`config.mk`:
```
export PLATFORM = sky130hd
export DESIGN_NAME = irq_prio_ctrl
export DESIGN_NICKNAME = d
export VERILOG_FILES = /design/src/rtl/irq_pkg.sv /design/src/rtl/prio_enc8.sv /design/src/rtl/irq_prio_ctrl.sv
export SDC_FILE = /design/constraint.sdc
export NUM_CORES = 1
export LEC_CHECK = 0
export CORE_MARGIN = 2
export CORE_UTILIZATION = 38
export DETAILED_ROUTE_END_ITERATION = 8
export GPL_ROUTABILITY_DRIVEN = 0
export PLACE_DENSITY = 0.8
export SLEW_MARGIN = 10
export SYNTH_ARGS = -nofsm -noshare
export SYNTH_HDL_FRONTEND = slang
export SYNTH_SLANG_ARGS = --single-unit
```
`constraint.sdc`:
```
create_clock -name clk -period 1.75 [get_ports clk]
set_input_delay 0.175 -clock clk [delete_from_list [all_inputs] [get_ports clk]]
set_output_delay 0.175 -clock clk [all_outputs]
set_load 0.01 [all_outputs]
```
`src/rtl/irq_pkg.sv`:
```
// Shared types and sizes for the 8-source interrupt priority controller.
package irq_pkg;
    localparam int NUM_SRC = 8;
    localparam int ID_W    = 3;

    typedef logic [ID_W-1:0] irq_id_t;

    typedef enum logic [1:0] {
        IDLE    = 2'd0,
        OFFER   = 2'd1,
        SERVICE = 2'd2
    } irq_state_e;
endpackage

```
`src/rtl/prio_enc8.sv`:
```
// Highest-bit-first priority encoder: bit 7 wins, ID = 7 - bit.
module prio_enc8
    import irq_pkg::*;
(
    input  logic [NUM_SRC-1:0] vec,
    output irq_id_t            id,
    output logic               valid
);
    always_comb begin
        id    = '0;
        valid = |vec;
        // Ascending scan so the highest set bit is the last write.
        for (int i = 0; i < NUM_SRC; i++) begin
            if (vec[i]) id = irq_id_t'(NUM_SRC - 1 - i);
        end
    end
endmodule

```
`src/rtl/irq_prio_ctrl.sv`:
```
// Pending-latch interrupt controller: arbitrate, offer one ID, hold it in service until EOI.
module irq_prio_ctrl
    import irq_pkg::*;
(
    input  logic               clk,
    input  logic               rst_n,
    input  logic [NUM_SRC-1:0] req,
    input  logic [NUM_SRC-1:0] mask,
    output logic               irq_valid,
    output irq_id_t            irq_id,
    input  logic               irq_ready,
    input  logic               eoi,
    output logic               busy,
    output logic [NUM_SRC-1:0] pending
);
    irq_state_e         state, state_nxt;
    irq_id_t            enc_id;
    logic               enc_valid;
    logic [NUM_SRC-1:0] clr;
    logic               accept;

    prio_enc8 u_enc (
        .vec   (pending & mask),
        .id    (enc_id),
        .valid (enc_valid)
    );

    assign accept = (state == OFFER) && irq_ready;

    always_comb begin
        clr = '0;
        // For a 3-bit ID, 7 - id is simply the bitwise complement.
        if (accept) clr[~irq_id] = 1'b1;
    end

    always_comb begin
        state_nxt = state;
        case (state)
            IDLE:    if (enc_valid) state_nxt = OFFER;
            OFFER:   if (irq_ready) state_nxt = SERVICE;
            SERVICE: if (eoi)       state_nxt = IDLE;
            default: state_nxt = IDLE;
        endcase
    end

    always_ff @(posedge clk) begin
        if (!rst_n) begin
            state     <= IDLE;
            pending   <= '0;
            irq_id    <= '0;
            irq_valid <= 1'b0;
            busy      <= 1'b0;
        end else begin
            state     <= state_nxt;
            // Set beats clear when the accepted source requests again.
            pending   <= (pending & ~clr) | req;
            if (state == IDLE && enc_valid) irq_id <= enc_id;
            irq_valid <= (state_nxt == OFFER);
            busy      <= (state_nxt == SERVICE);
        end
    end
endmodule

```
# After elaboration in Yosys (flattened, before gate mapping)
# Cells that the tools add are included.
dict set report classes {
  n_mux 15
  eq_ne 4
  n_bitwise 5
  n_lt_le_gt_ge 2
  n_reduce_logical 5
}
# operator n
set op_table {}
lappend op_table {{3-bit 2-to-1 mux} 8}
lappend op_table {{8-bit bitwise AND} 2}
lappend op_table {{8-bit 2-to-1 mux} 1}
lappend op_table {{8-bit NOT} 1}
lappend op_table {{8-bit bitwise OR} 1}
lappend op_table {{8-bit OR reduction} 1}
lappend op_table {{2-bit 2-to-1 mux} 3}
lappend op_table {{2-bit case mux with 3 select lines} 1}
lappend op_table {{2-bit by 1-bit equality test with 1-bit output (second input constant)} 2}
lappend op_table {{2-bit equality test (second input constant)} 2}
lappend op_table {{3-bit by 4-bit less-than comparator with 1-bit output (second input constant)} 1}
lappend op_table {{1-bit demux with 3-bit select} 1}
lappend op_table {{3-bit by 1-bit greater-or-equal comparator with 1-bit output (second input constant)} 1}
lappend op_table {{1-bit logical AND} 3}
lappend op_table {{3-bit NOT} 1}
lappend op_table {{2-bit logical NOT} 1}
lappend op_table {{1-bit 2-to-1 mux} 1}
dict set report totals {
  input_bits 20
  reg_bits 15
  word_cells 36
}

# Logic depth before layout (Yosys ltp)
dict set report logic_depth {
  depth_word 9
  depth_mapped 4
}

# Hierarchy
# Synthesis repeated with hierarchy kept, for this count alone.
dict set report hier_totals {
  cells_unflattened 84
  area_unflattened_um2 726.9
}
# mod area_each_um2 instances seq_area_each_um2 cells_per_inst
set modules_own_cells {}
lappend modules_own_cells {irq_prio_ctrl 645.6 1 300.3 71}
lappend modules_own_cells {prio_enc8 81.3 1 0.0 13}

# Worst setup path after synthesis
# Ideal clock, no wire load.
dict set report synth_timing {
  kind {register -> register}
  startpoint {register pending[4]}
  endpoint {register irq_id[1]}
  stages_incl_launch_ff 5
  arrival_time_ps 1251
  setup_slack_ps 380
  setup_time_ps 119
  n_path_buf 0
  required_time_ps 1631
  cell_sequence {dfxtp_1 a22o_1 nor4_4 nor2_2 o221a_1}
}
dict set report synth_between {
  elab_chain_len 5
  elab_cells_between_ends 7
  classes_between {mux: 4; bitwise: 1; reduce/logical: 2}
}
# element line_no
set synth_lines {}
lappend synth_lines {{start, declared} irq_prio_ctrl.sv:14} ;# output logic [NUM_SRC-1:0] pending
lappend synth_lines {{start signal, assigned} irq_prio_ctrl.sv:56} ;# pending <= (pending & ~clr) | req;
lappend synth_lines {{8-bit bitwise AND *} irq_prio_ctrl.sv:23} ;# .vec (pending & mask),
lappend synth_lines {{3-bit 2-to-1 mux (4 in a row)} prio_enc8.sv:14} ;# if (vec[i]) id = irq_id_t'(NUM_SRC - 1 - i);
lappend synth_lines {{end signal, assigned} irq_prio_ctrl.sv:57} ;# if (state == IDLE && enc_valid) irq_id <= enc_id;
lappend synth_lines {{end, declared} irq_prio_ctrl.sv:10} ;# output irq_id_t irq_id,
# Every way passes the cells marked *; elsewhere a longest branch is shown, timed or not.
# A chain may end at the register's enable or synchronous reset.

# Worst setup path after layout
dict set report layout_timing {
  startpoint {register irq_id[1]}
  endpoint {output port irq_id[1]}
}
# No word-level cell between the ends.

==> flow_metrics.tcl <==
set metrics [dict create \
    drive_above_1_share 0.0755 \
    synth_area_um2 679 \
    rows 15 \
    timing.critical_path.buf_inv 1 \
    viasPerCell 5.37 \
    ctsRootBufferMaster "clkbuf_4" \
    ir_drop_mv 0.492 \
    tns_ps 0 \
    critPathKind "flop to primary output" \
    critPathArrivalTime_ps 1350 \
    clk_latency_ps 280 \
    ys_types 21 \
    synth_area_leaders "dfxtp_1 (44%), o21a_1 (12%), a22o_1 (5.2%)" \
    nFillCells 151 \
    grt_first_pass_wirelength_um 2870 \
    core_area_um2 1710 \
    slew_viol_final 0 \
    antenna_found_initial 0 \
    tightest_slew_ps 394 \
    area_growth_syn_to_layout_pct 56.4 \
    ys_ff_latch 15 \
    num_antenna_cells 0 \
    postRouteAntennaNets 0 \
    max_freq_mhz 655 \
    fin_crit_ps 1530 \
    final_nets 127 \
    cts.htree.levels 1 \
    rsz0062_at_grt "no" \
    max-slew-margin-rel 0.737 \
    die_height_um 46.3 \
    synth-seq-area-share 0.442 \
    fin_worst_skew_ps 2.57 \
    layout_common_cells "clkdlybuf4s50_1 (32), dfxtp_1 (15), o21a_1 (11)" \
    first_pass_iters 4 \
    maxCapViolations 0 \
    start_util 0.398 \
    routedWlPerCell_um 12.9 \
    synth_top_area_cell "dfxtp_1" \
    crit_chain "clkdlybuf4s50_1" \
    avgSynthCellArea_um2 9.71 \
    dp_hpwl_um 1360 \
    required_ps 1570 \
    grt_usage 0.194 \
    setup_viol 0 \
    cts_resized 0 \
    cts_tree "built" \
    grt_max_degree 12 \
    status "complete, no violations" \
    placedCellCount 127 \
    syn_nets 90 \
    leakage_nw 0.389 \
    min_path_type "input port to flop" \
    cts_hold_buffers 0 \
    synthCells 70 \
    die-area_um2 2140 \
    power.density_nw_per_um2 794 \
    cts_buffers 3 \
    finalHoldViolCount 0 \
    path_clk_slew_ps 90 \
    vias 704 \
    wirelength_um 1680 \
    endpoint_kind "primary output" \
    cts_sinks 15 \
    place_ws_ps 42.3 \
    io_pins 33 \
    synth.top_cell.area_share 0.442 \
    clockBufferDepth 2 \
    drc 0 \
    fin_ws_ps 222 \
    final_common_cell "clkdlybuf4s50_1" \
    portBuffers 32 \
    cts_setup_buffers 0 \
    die_w_um 46.3 \
    grt_overflow 0 \
    grt_pass1_vias 681 \
    critPathSlowestCell "clkdlybuf4s50_1" \
    post-route-period-util 0.873 \
    max_stage_delay_ps 590 \
    critPathTopFamily "buffers and inverters" \
    yosys_warnings 0 \
    fin_cells 131 \
    cp_max_fo 7 \
    startpoint_type "flop" \
    first_iter_violations 11 \
]
-- metal layers --
layer	up-vias	share of wire	track usage
met3	4	0.048	0.0549
met5	-	0	0
met4	0	0.012	0.0857
met2	19	0.52	0.331
met1	340	0.42	0.222
li1	341	-	-
-- state kept, by name, indices dropped and copies added (netlist names) --
name       flops
irq_id         3
irq_valid      1
busy           1
pending        8
state          2
-- cell usage after synthesis --
cell type	n
a21boi_0	2
a21oi_1	1
a22o_1	4
a31oi_1	5
a32o_1	2
clkbuf_1	1
dfxtp_1	15
inv_1	5
nand2_1	7
nand3b_1	1
nand4b_1	1
nor2_1	3
nor2_2	1
nor3b_1	1
nor4_4	1
o211ai_1	1
o21a_1	11
o221a_1	2
o31a_1	4
o31ai_1	1
or2_2	1
-- stage by stage --
stage          power [mW]  cell area (um2)   util  hold slack (ps)
3_5_place_dp        0.655             1030  0.606              524
6_report            0.843             1060  0.622              477
3_3_place_gp        0.652             1030  0.606              512
2_1_floorplan       0.526              679      -              299
5_1_grt             0.895             1060  0.622              480
4_1_cts             0.852             1060  0.622              472
-- cell type report --
type                            instances  area (um2)  share of cell area
Clock inverter                          1        5.00             0.00471
Multi-Input combinational cell         49         357               0.336
Clock buffer                            3        22.5              0.0212
Inverter                                5        18.8              0.0177
Tap cell                               25        31.3              0.0294
Sequential cell                        15         300               0.283
Timing Repair Buffer                   33         328               0.309
-- path summary, 6_finish.rpt --
kind,start,end,cells past startpoint,slack [ps]
hold / removal,req[7],pending[7],2,480
setup / recovery,irq_id[1],irq_id[1],1,220
hold reg to reg,state[1],state[1],2,540
setup reg to reg,pending[4],irq_id[1],4,320
-- cells by family (layout without fill, tap and decap cells) --
group | after synthesis | in the layout | synth area share
buf+inv | 6 | 42 | 0.0331
compound gates | 33 | 33 | 0.385
simple gates | 16 | 16 | 0.140
flops | 15 | 15 | 0.442
-- power by group --
group	internal [mW]	switching, mW
registers	0.375	0.0391
logic	0.141	0.0924
clock network	0.0848	0.111
total	0.601	0.243
(Power assumes the default switching activity.)
